$ cat src/rtl/alu_issue_ctrl.sv
// Two-state issue sequencer: decodes 16-bit instructions onto the one-hot ALU
// interface and writes the ALU result (or an LI immediate) back into a 4x8 register file.
module alu_issue_ctrl #(
    parameter int NREG = 4,
    parameter int DW   = 8
) (
    input  logic          clk,
    input  logic          rst,
    input  logic          instr_valid,
    output logic          instr_ready,
    input  logic [15:0]   instr,
    output logic [11:0]   alu_op,
    output logic [DW-1:0] alu_src1,
    output logic [DW-1:0] alu_src2,
    input  logic [DW-1:0] alu_result,
    output logic          done,
    output logic          err,
    output logic [DW-1:0] wb_data,
    input  logic [1:0]    dbg_addr,
    output logic [DW-1:0] dbg_data
);

    localparam logic [0:0] IDLE  = 1'b0;
    localparam logic [0:0] ISSUE = 1'b1;
    localparam logic [3:0] OP_LI = 4'd12;

    logic [0:0]              state_q, state_d;
    logic [NREG-1:0][DW-1:0] regs_q, regs_d;
    logic [3:0]              op_q, op_d;
    logic [1:0]              rd_q, rd_d;
    logic [DW-1:0]           imm_q, imm_d;
    logic [11:0]             aluOp_q, aluOp_d;
    logic [DW-1:0]           src1_q, src1_d;
    logic [DW-1:0]           src2_q, src2_d;
    logic                    done_q, done_d;
    logic                    err_q, err_d;
    logic [DW-1:0]           wb_q, wb_d;

    // ALU-facing outputs default to zero, so they clear on every edge that lands in IDLE
    always_comb begin
        state_d = state_q;
        regs_d  = regs_q;
        op_d    = op_q;
        rd_d    = rd_q;
        imm_d   = imm_q;
        aluOp_d = '0;
        src1_d  = '0;
        src2_d  = '0;
        done_d  = 1'b0;
        err_d   = 1'b0;
        wb_d    = wb_q;
        case (state_q)
            IDLE: begin
                if (instr_valid) begin
                    state_d = ISSUE;
                    op_d    = instr[15:12];
                    rd_d    = instr[11:10];
                    imm_d   = instr[DW-1:0];
                    if (instr[15:12] < OP_LI) begin
                        aluOp_d = 12'h001 << instr[15:12];
                        src1_d  = regs_q[instr[9:8]];
                        src2_d  = regs_q[instr[7:6]];
                    end else if (instr[15:12] == OP_LI) begin
                        src2_d = instr[DW-1:0];
                    end
                end
            end
            default: begin
                state_d = IDLE;
                done_d  = 1'b1;
                if (op_q < OP_LI) begin
                    regs_d[rd_q] = alu_result;
                    wb_d         = alu_result;
                end else if (op_q == OP_LI) begin
                    regs_d[rd_q] = imm_q;
                    wb_d         = imm_q;
                end else begin
                    err_d = 1'b1;
                end
            end
        endcase
    end

    always_ff @(posedge clk) begin
        if (rst) begin
            state_q <= IDLE;
            regs_q  <= '0;
            op_q    <= '0;
            rd_q    <= '0;
            imm_q   <= '0;
            aluOp_q <= '0;
            src1_q  <= '0;
            src2_q  <= '0;
            done_q  <= 1'b0;
            err_q   <= 1'b0;
            wb_q    <= '0;
        end else begin
            state_q <= state_d;
            regs_q  <= regs_d;
            op_q    <= op_d;
            rd_q    <= rd_d;
            imm_q   <= imm_d;
            aluOp_q <= aluOp_d;
            src1_q  <= src1_d;
            src2_q  <= src2_d;
            done_q  <= done_d;
            err_q   <= err_d;
            wb_q    <= wb_d;
        end
    end

    assign instr_ready = (state_q == IDLE);
    assign alu_op      = aluOp_q;
    assign alu_src1    = src1_q;
    assign alu_src2    = src2_q;
    assign done        = done_q;
    assign err         = err_q;
    assign wb_data     = wb_q;
    assign dbg_data    = regs_q[dbg_addr];

endmodule

$ cat config.mk
export PLATFORM = sky130hd
export DESIGN_NAME = alu_issue_ctrl
export DESIGN_NICKNAME = d
export VERILOG_FILES = /design/src/rtl/alu_issue_ctrl.sv
export SDC_FILE = /design/constraint.sdc
export NUM_CORES = 1
export LEC_CHECK = 0
export ABC_AREA = 0
export BUFFER_PORTS_ARGS = -buffer_cell sky130_fd_sc_hd__clkbuf_2
export CELL_PAD_IN_SITES_DETAIL_PLACEMENT = 2
export CELL_PAD_IN_SITES_GLOBAL_PLACEMENT = 2
export CORE_ASPECT_RATIO = 1.75
export CORE_UTILIZATION = 32
export CTS_BUF_LIST = sky130_fd_sc_hd__clkbuf_8
export DETAILED_ROUTE_END_ITERATION = 10
export PLACE_DENSITY = 0.79
export SETUP_SLACK_MARGIN = 0.2
export SLEW_MARGIN = 0
export SYNTH_ARGS = -nofsm -noshare
export SYNTH_HDL_FRONTEND = slang
export SYNTH_SLANG_ARGS = --single-unit
$ cat constraint.sdc
create_clock -name clk -period 1.3 [get_ports clk]
set_input_delay 0.13 -clock clk [delete_from_list [all_inputs] [get_ports clk]]
set_output_delay 0.13 -clock clk [all_outputs]
set_load 0.01 [all_outputs]
==> impl_metrics.env <==
export IMPL_status="finished, violations left"
export IMPL_violations="negative setup slack"
export IMPL_setup_ws_ns=-0.2590
export IMPL_period_share=1.199
export IMPL_yosys_warnings=0
export IMPL_crit_fanout=4
export IMPL_p_leak_nw=2.363
export IMPL_path_clk_slew_ns=0.09
export IMPL_clock_root_buffer="clkbuf_8"
export IMPL_synth_cells=325
export IMPL_p_seq_frac=0.486
export IMPL_worstSetupStartpointType="flop"
export IMPL_grt_pass1_vias=4118
export IMPL_min_path_type="in2reg"
export IMPL_postSynth_asyncResetShare=0
export IMPL_place_gp_congestion=0.7678
export IMPL_nFillCells=1008
export IMPL_cts_buffers=9
export IMPL_ys_seq_area_frac=0.4883
export IMPL_pin_count=76
export IMPL_area_delta_synth_final_pct=67.15
export IMPL_skew_ns=0.02056
export IMPL_ys_ff_latch=85
export IMPL_numPortBuffers=75
export IMPL_start_util=0.3276
export IMPL_track_usage=0.3358
export IMPL_mappedNetlistArea_um2=3485
export IMPL_dieArea_um2=11330
export IMPL_worst_ep_arrival_time_ns=1.43
export IMPL_rsz0062_at_grt="yes"
export IMPL_crit_buf_inv=1
export IMPL_antennaDiodeCount=0
export IMPL_grt_pass1_wl_um=26670
export IMPL_synthesis_nets=354
export IMPL_rows=50
export IMPL_die_h_um=140.0
export IMPL_synth_common_cells="dfxtp_1, a21oi_1, a211oi_1, nand2_1, clkbuf_1"
export IMPL_drc_errors=0
export IMPL_routed_wl_um=19730
export IMPL_cts_tree="yes"
export IMPL_yosysMostFrequentCell="dfxtp_1"
export IMPL_ys_types=26
export IMPL_layout_drive_gt1_share=0.7510
export IMPL_antenna_found_initial=0
export IMPL_core_um2=10640
export IMPL_syn_area_per_cell_um2=10.72
export IMPL_synth_top_area_frac=0.4883
export IMPL_p_comb_frac=0.170
export IMPL_critical_path_top_delay_family="multiplexers"
export IMPL_clock_power_share=0.345
export IMPL_slew_violations=0
export IMPL_drt_first_pass_iters=4
export IMPL_power_density_nw_per_um2=980.8
export IMPL_ys_flop_type="dfxtp_1"
export IMPL_vdd_ir_drop_max_v=0.0006861
export IMPL_worst_pin_slew_ns=0.9313
export IMPL_grt_max_degree=58
export IMPL_worstPathCellList="mux4_2 > buf_8"
export IMPL_viasPerCell=6.030
export IMPL_hpwl_um=10040
export IMPL_fmax_mhz=641.4
export IMPL_finalSetupTns_ns=-12.74
export IMPL_relSlewSlack=0.3791
export IMPL_cts_sinks=85
export IMPL_p_switching_mw=1.735
export IMPL_critPathCaptureType="output port"
export IMPL_final_nets=503
export IMPL_fp_dieW_um=80.88
export IMPL_synth_largest_area_cell="dfxtp_1"
export IMPL_cts_max_level=3
export IMPL_initialDrtViolationCount=263
export IMPL_power_internal_mw=3.977
export IMPL_netlist_top_cells_area="dfxtp_1, mux4_2, a211oi_1, a21oi_1, nand2_1"
export IMPL_clkLatencyLatePin_ns=0.40
export IMPL_max_stage_delay_ns=0.52
export IMPL_overflow=0
export IMPL_fin_crit_ns=1.559
export IMPL_antenna_left=0
export IMPL_crit_type="reg2out"
export IMPL_cts_buffer_depth=2
export IMPL_routedWlPerCell_um=32.45
export IMPL_final_util=0.5476
export IMPL_route_vias_total=3666
export IMPL_max_cap_violations=0
export IMPL_placed_cells=543
export IMPL_cpMaxStageDelayCell="mux4_2"
export IMPL_place_ws_ns=-0.2648
export IMPL_synth_edf_count=0
export IMPL_final_cell_count_no_fill=608
export IMPL_hold_violations=0
export IMPL_setup_violations=74
export IMPL_worstPathRequired_ns=1.17
export IMPL_p_sw_frac=0.3037
cells in the final DEF, fill, tap and decap left out, types with 3 or more instances in the layout:
cell	n
buf_8	6
nor3_2	5
a21oi_1	19
a211oi_2	38
buf_16	3
clkbuf_8	9
nand2_1	23
buf_12	10
dfxtp_2	36
clkbuf_2	72
buf_4	53
dfxtp_1	45
nand2_2	5
a22o_1	8
mux4_2	24
nor2_4	3
nor2_2	4
or3b_4	3
a21oi_4	19
mux2i_1	6
and2_4	10
a21oi_2	17
dfxtp_4	4
and2_1	3
buf_6	23
inv_1	3
tightest hold or removal path: stages:
cell and delay [ns]:
clkbuf_2 0.10, nand2_4 0.07, a21oi_2 0.05
area by class of cell:
type,count,area [um^2],area share
multi-input combinational,207,2293,0.3938
inverter,2,15.01,0.002578
tap,130,162.7,0.02793
clock inverter,6,57.56,0.009882
sequential,85,1762,0.3025
timing repair buffer,169,1410,0.2421
clock buffer,9,123.9,0.02127
stage by stage:
stage | power (mW) | hold slack [ns] | instance area [um^2]
after global placement | 3.430 | 0.3739 | 4452
after floorplan | 3.173 | 0.2584 | 3739
final | 5.712 | 0.004405 | 5824
after global routing | 5.850 | 0.007777 | 5824
after detailed placement | 3.480 | 0.3828 | 4452
after CTS | 5.462 | 0.01606 | 5623
worst paths after layout:
kind	slack [ns]	to	depth (start not counted)	from
worst max-delay path	-0.26	dbg_data[6]	2	regs_q[14]$_SDFFE_PP0P_
worst min-delay path	0.004	rd_q[0]$_SDFFE_PP0P_	3	instr[10]
worst max register to register	-0.25	regs_q[4]$_SDFFE_PP0P_	5	state_q$_SDFF_PP0_
worst min register to register	0.50	imm_q[3]$_SDFFE_PP0P_	2	imm_q[3]$_SDFFE_PP0P_
logic make-up (layout without fill, tap and decap cells):
group	Yosys count	count (layout)	share of synthesized area
DFF	85	85	0.4883
and+or+nand+nor	71	71	0.1088
AOI/OAI and AO/OA	104	104	0.1885
buffers and inverters	33	186	0.03626
muxes	32	32	0.1781
state kept, by name, indices dropped and copies added (netlist names), 2 cells and up:
name and count:
rd_q 2, op_q 4, alu_op 12, regs_q 32
imm_q 8, alu_src2 8, wb_data 8, alu_src1 8
power groups by stage:
stage | Clock (mW) | Sequential [mW] | Combinational [mW]
final | 1.97 | 2.77 | 0.969
after global routing | 2.06 | 2.78 | 1.01
after CTS | 1.86 | 2.75 | 0.852
after detailed placement | 0 | 2.82 | 0.660
after global placement | 0 | 2.81 | 0.622
after floorplan | 0 | 2.81 | 0.364
repair_timing:
action,in CTS,in global routing
hold buffers,2,0
gates cloned,4,0
endpoints found under the hold margin,3,0
resized for setup,150,45
buffers inserted,38,6
setup endpoints to repair,92,94
pin swaps,26,17
per-layer routing:
layer / track usage / vias to the layer above / routed length (um)
met4: 0.2378 / 0 / 1313
met5: 0 / - / 0
met3: 0.06580 / 87 / 1012
met2: 0.5812 / 189 / 10650
met1: 0.3501 / 1887 / 6758
li1: - / 1503 / -
(Power assumes the default switching activity.)
